`src/rtl/arbiter_fifo_pkg.sv`:
```
// Shared definitions for the arbiter write FIFO.
// Data bus width common with the arbiter and a constant log2 helper.
package arbiter_fifo_pkg;

    localparam int DATA_WIDTH = 8;

    // Address bits needed to index 'value' entries (value >= 2).
    function automatic int clog2(input int value);
        int result;
        int v;
        result = 0;
        v = value - 1;
        while (v > 0) begin
            result = result + 1;
            v = v >> 1;
        end
        return result;
    endfunction

endpackage

```
`src/rtl/arbiter_fifo_mem.sv`:
```
// Simple dual-port storage for the arbiter FIFO.
// One write port and one registered read port; the array is never reset.
module arbiter_fifo_mem
    import arbiter_fifo_pkg::*;
#(
    parameter int WIDTH = DATA_WIDTH,
    parameter int DEPTH = 16,
    parameter int AW    = 4
) (
    input  logic             clk,
    input  logic             reset,
    input  logic             we,
    input  logic [AW-1:0]    waddr,
    input  logic [WIDTH-1:0] wdata,
    input  logic             re,
    input  logic [AW-1:0]    raddr,
    output logic [WIDTH-1:0] rdata
);

    logic [WIDTH-1:0] mem [DEPTH];

    // Store accepted writes; contents survive reset.
    always_ff @(posedge clk) begin
        if (we) begin
            mem[waddr] <= wdata;
        end
    end

    // Registered read; holds the last popped entry between reads.
    always_ff @(posedge clk or posedge reset) begin
        if (reset) begin
            rdata <= '0;
        end else if (re) begin
            rdata <= mem[raddr];
        end
    end

endmodule

```
`src/rtl/arbiter_fifo.sv`:
```
// Synchronous FIFO between the writer arbiter and a single reader.
// Count-based full/empty flags, one-cycle registered read, sticky errors.
module arbiter_fifo
    import arbiter_fifo_pkg::*;
#(
    parameter int WIDTH       = DATA_WIDTH,
    parameter int DEPTH       = 16,
    parameter int AFULL_LEVEL = 12,
    localparam int AW         = clog2(DEPTH)
) (
    input  logic             i_clk,
    input  logic             i_reset,
    input  logic             i_we,
    input  logic [WIDTH-1:0] i_data,
    output logic             o_full,
    output logic             o_afull,
    input  logic             i_re,
    output logic [WIDTH-1:0] o_data,
    output logic             o_rvalid,
    output logic             o_empty,
    output logic [AW:0]      o_count,
    output logic             o_overflow,
    output logic             o_underflow
);

    localparam logic [AW:0] FULL_CNT  = DEPTH[AW:0];
    localparam logic [AW:0] AFULL_CNT = AFULL_LEVEL[AW:0];

    logic [AW-1:0] wr_ptr;
    logic [AW-1:0] rd_ptr;
    logic [AW:0]   count;
    logic [AW:0]   count_next;
    logic          full_q;
    logic          afull_q;
    logic          empty_q;
    logic          rvalid_q;
    logic          overflow_q;
    logic          underflow_q;
    logic          wr_ok;
    logic          rd_ok;

    // Acceptance uses the registered flags only; a same-cycle pop
    // does not make room for a write into a full FIFO.
    always_comb begin
        wr_ok      = i_we & ~full_q;
        rd_ok      = i_re & ~empty_q;
        count_next = count
                   + {{AW{1'b0}}, wr_ok}
                   - {{AW{1'b0}}, rd_ok};
    end

    // Pointers wrap naturally at AW bits; occupancy kept separately.
    always_ff @(posedge i_clk or posedge i_reset) begin
        if (i_reset) begin
            wr_ptr <= '0;
            rd_ptr <= '0;
            count  <= '0;
        end else begin
            if (wr_ok) begin
                wr_ptr <= wr_ptr + 1'b1;
            end
            if (rd_ok) begin
                rd_ptr <= rd_ptr + 1'b1;
            end
            count <= count_next;
        end
    end

    // Status flags registered from the next occupancy.
    always_ff @(posedge i_clk or posedge i_reset) begin
        if (i_reset) begin
            full_q  <= 1'b0;
            afull_q <= 1'b0;
            empty_q <= 1'b1;
        end else begin
            full_q  <= (count_next == FULL_CNT);
            afull_q <= (count_next >= AFULL_CNT);
            empty_q <= (count_next == '0);
        end
    end

    // Read-valid pulse one cycle after an accepted pop.
    always_ff @(posedge i_clk or posedge i_reset) begin
        if (i_reset) begin
            rvalid_q <= 1'b0;
        end else begin
            rvalid_q <= rd_ok;
        end
    end

    // Sticky error flags, cleared only by reset.
    always_ff @(posedge i_clk or posedge i_reset) begin
        if (i_reset) begin
            overflow_q  <= 1'b0;
            underflow_q <= 1'b0;
        end else begin
            if (i_we & full_q) begin
                overflow_q <= 1'b1;
            end
            if (i_re & empty_q) begin
                underflow_q <= 1'b1;
            end
        end
    end

    arbiter_fifo_mem #(
        .WIDTH (WIDTH),
        .DEPTH (DEPTH),
        .AW    (AW)
    ) u_mem (
        .clk   (i_clk),
        .reset (i_reset),
        .we    (wr_ok),
        .waddr (wr_ptr),
        .wdata (i_data),
        .re    (rd_ok),
        .raddr (rd_ptr),
        .rdata (o_data)
    );

    assign o_full      = full_q;
    assign o_afull     = afull_q;
    assign o_empty     = empty_q;
    assign o_rvalid    = rvalid_q;
    assign o_count     = count;
    assign o_overflow  = overflow_q;
    assign o_underflow = underflow_q;

`ifdef FORMAL
    logic f_past_valid;

    // Marks that at least one clean clock has elapsed since reset.
    always_ff @(posedge i_clk or posedge i_reset) begin
        if (i_reset) begin
            f_past_valid <= 1'b0;
        end else begin
            f_past_valid <= 1'b1;
        end
    end

    // Structural invariants between count, flags and pointers.
    always_comb begin
        if (!i_reset) begin
            assert (count <= FULL_CNT);
            assert (full_q == (count == FULL_CNT));
            assert (empty_q == (count == '0));
            assert (!(full_q && empty_q));
            assert ((wr_ptr - rd_ptr) == count[AW-1:0]);
        end
    end

    // Reachability of both occupancy extremes.
    always_comb begin
        cover (f_past_valid && full_q);
        cover (f_past_valid && empty_q && o_rvalid);
    end
`endif

endmodule
```
`config.mk`:
```
export PLATFORM = sky130hd
export DESIGN_NAME = arbiter_fifo
export DESIGN_NICKNAME = d
export VERILOG_FILES = /design/src/rtl/arbiter_fifo_pkg.sv /design/src/rtl/arbiter_fifo_mem.sv /design/src/rtl/arbiter_fifo.sv
export SDC_FILE = /design/constraint.sdc
export NUM_CORES = 1
export LEC_CHECK = 0
export CAP_MARGIN = 40
export CORE_ASPECT_RATIO = 0.7
export CORE_MARGIN = 8
export CORE_UTILIZATION = 30
export DETAILED_ROUTE_END_ITERATION = 6
export PLACE_DENSITY = 0.54
export SYNTH_ARGS = -nofsm -noshare
export SYNTH_HDL_FRONTEND = slang
export SYNTH_SLANG_ARGS = --single-unit
```
`constraint.sdc`:
```
create_clock -name i_clk -period 2.46 [get_ports i_clk]
set_input_delay 0.369 -clock i_clk [delete_from_list [all_inputs] [get_ports i_clk]]
set_output_delay 0.369 -clock i_clk [all_outputs]
set_load 0.005 [all_outputs]
```
==> metrics, run 1 <==
status=finished clean; synthesis warning total=0; M2 GR Usage=0.1576; Fill cells=around 2000; largest net degree at the start of global routing=28; Initial Util=0.3043; predominant post-synthesis flop cell=edfxtp_1; number of synthesized flops with an enable pin=around 130; cts hold-fix bufs=0; Final WS setup=around 0.062 ns; Worst path most repeated cell=inv_1; Pwr Density=around 1200 nW/um^2; Max Cap Viol=0; switching power=a little under 3000 uW; Synth Register Bits=roughly 160; Hold/Removal Path Class=in -> async; slew at the pin closest to its max-slew limit=0.6898 ns; Hold Worst Slack=0.3515 ns; P_int=around 6200 uW; combinational family with the most area after synthesis=multiplexers; Die X=188.7 um; top cell type by total area after synthesis=edfxtp_1; GPL Wtd Cong=between 0.7 and 0.8; htree depth=4; clock power share=0.261; final count of hold timing violations=0; Pleak=0.002794 uW; Iter 0 DRT Violations=approximately 200; number of cells produced by synthesis=roughly 380; Worst-Skew Late Latency=between 0.4 and 0.5 ns; WS Path Type=reg -> reg; area share of fa/ha/maj cells after synthesis=0.02317; Final Slew Violations=0; layout cell share with drive strength beyond 1=0.1615; drt via density=between 4 and 5; CTS clock-pin slew for the worst setup and hold paths=0.06 ns; CP max-delay cell=dfstp_2; critical-path cell list=nand2b_4 > inv_1 > ha_1 > inv_1 > ha_2 > inv_1 > fa_2 > nor2b_2 > o21ai_2 > and3_4 > o211a_1; core box area=between 20000 and 25000 um^2; Post-synth ARST share=0.1742; Final Total Pwr=9148 uW; area grow syn2layout=23.15%; clock buffer depth=2; CTS sink count=between 150 and 200; sequential area share after synthesis=0.7216; drt drc=0; sw frac=0.3210; final setup fails=0; reg2reg start=o_empty; Most Crowded Layer GR=met2; top-count cell post-synth=edfxtp_1; # diodes=0; first-pass GRT wire length=approximately 21000 um; basic-gate share of the synthesized area counting and, or, nand and nor cells=0.05512; Critical Path End Type=register; Layout Nets=approximately 460; Max VDD drop=roughly 0.53 mV; drt wl/cell=approximately 18 um; total track usage=0.1072; Cell Area, Synth=roughly 6300 um^2; Min Clock Period, post-route=between 2 and 2.5 ns; Worst R2R Setup Slack=between 0.06 and 0.07 ns; top post-synthesis cells by area=edfxtp_1, dfrtp_1, mux2i_1; worst clock skew=0.01054 ns; grt met3 use=0.02419; Slew HR=0.5392; Pre-antenna DRT Iters=4; Worst EP arrival=2.74 ns; vias in the first global route=3578; Commonest cells post-synth=edfxtp_1, mux2i_1, dfrtp_1, a22oi_1, nand2_1; CP startpoint kind=register; Synth Area in Compound Gates=0.05273; Buffers on Ports=30; xor/xnor share of the synthesized area=0.01258; post-synth cell types=40; Crit Path Max Fanout=4; total global routing overflow=0; routed wire length=about 13000 um; CP required=2.80 ns; post-synth net total=405; number of setup buffers added after CTS=0; CTS buffer count=17; Root Driver=clkbuf_16; Slowest Stage Delay on Critical Path=between 0.5 and 0.6 ns; via count=3326; Post-DP HPWL=around 9300 um; cell row count=44; Crit. Startpoint=o_empty; dpl ws=-0.4716 ns; initial antenna violation count=0; Mean Syn Cell Area=approximately 16 um^2; die height=about 140 um; IO Count=31; Max Freq=~420 MHz; CTS tree=done; Routed Antenna Nets=0; Die Area=25840 um^2; crit share post-route=0.9749; post-synth top area share=0.6135; met1 usage=0.1540; Combinational Power Share=0.337; final core utilization=0.3747; post-synthesis mux area share=0.1090; sequential power share=0.402
-- metrics by stage --
stage	area, um^2	std cells	TNS, ns
final	7715	728	0
after global routing	7715	728	-0.06477
after CTS	7661	728	0
after detailed placement	7119	696	-1.771
after global placement	7119	696	-1.349
after floorplan	6265	382	0
-- power groups by stage --
stage	clock [uW]	combinational, uW	sequential (uW)
2_1_floorplan	0	1890	3540
3_3_place_gp	0	2840	3720
3_5_place_dp	0	2930	3740
4_1_cts	2440	2950	3690
5_1_grt	2540	3410	3750
6_report	2380	3090	3680
-- area by class of cell --
cell class,count,area [um^2],share of cell area
Tap cell,276,345.3,0.04476
Clock buffer,21,440.4,0.05709
Clock inverter,11,97.59,0.01265
Inverter,16,60.06,0.007785
Timing Repair Buffer,56,608.1,0.07882
Multi-Input combinational cell,193,1640,0.2126
Sequential cell,155,4523,0.5863
-- sequential cells by signal (all words and copies together), names as in the netlist --
signal,cells
u_mem.rdata,8
o_full,1
rd_ptr,4
wr_ptr,4
o_underflow,1
o_overflow,1
o_rvalid,1
o_count,5
o_afull,1
o_empty,1
u_mem.mem,128
-- critical path, delay by kind of cell (launching register included) --
family                     cells  cell delay [ns]
AOI/OAI and AO/OA              2             0.32
adders and majority gates      3             0.84
buffers and inverters          3             0.19
DFF                            1             0.53
and+or+nand+nor                3             0.44
-- layer usage --
| layer | wire length [um] | up-vias |
|---|---|---|
| li1 | - | 1557 |
| met1 | 6795 | 1704 |
| met2 | 5691 | 59 |
| met3 | 701 | 6 |
| met4 | 66 | 0 |
| met5 | 0 | - |
-- repair_timing --
action,in CTS,in global routing
resized for setup,2,12
pin swaps,1,5
endpoints found under the setup margin,3,4
-- placed cells by master, fill, tap and decap left out, types with 2 or more instances in the layout --
master,instances
inv_1,16
buf_4,17
edfxtp_1,128
a21o_1,3
nor2_1,4
nand2_1,21
dfrtp_1,24
clkbuf_1,4
nand3_1,7
xnor2_1,6
nor2b_1,4
a21oi_1,7
xor2_1,2
clkinv_1,2
clkbuf_16,17
mux2_2,2
a22oi_1,21
and2_1,19
ha_1,9
clkinvlp_4,5
mux4_1,2
buf_12,9
o21ai_0,2
a32oi_1,6
nor2b_2,2
mux2i_1,54
mux4_2,3
clkdlybuf4s50_1,30
dfrtp_2,2
-- final timing paths --
kind / endpoint / depth (start not counted)
worst min register to register: o_overflow / 1
worst max-delay path: o_empty / 11
max in group asynchronous: o_empty / 3
min in group i_clk: o_overflow / 1
worst min-delay path: o_rvalid / 3
worst max register to register: o_empty / 11
-- cells by family after synthesis --
| logic type | after synthesis |
|---|---|
| AND/OR/NAND/NOR | 66 |
| XOR/XNOR | 9 |
| AO/OA/AOI/OAI | 46 |
| multiplexers | 61 |
| adder cells (fa/ha/maj) | 11 |
| flip-flops | 155 |
| buffers and inverters | 34 |
No activity file was read; power rests on OpenSTA's default activity.
==> run 2, diff against run 1 <==
--- a/config.mk
+++ b/config.mk
@@ -11,6 +11,7 @@
 export CORE_UTILIZATION = 30
 export DETAILED_ROUTE_END_ITERATION = 6
 export PLACE_DENSITY = 0.54
+export SKIP_LAST_GASP = 1
 export SYNTH_ARGS = -nofsm -noshare
 export SYNTH_HDL_FRONTEND = slang
 export SYNTH_SLANG_ARGS = --single-unit
==> results of run 2 <==
The final DEF is identical to that of run 1; final timing and power are the same.
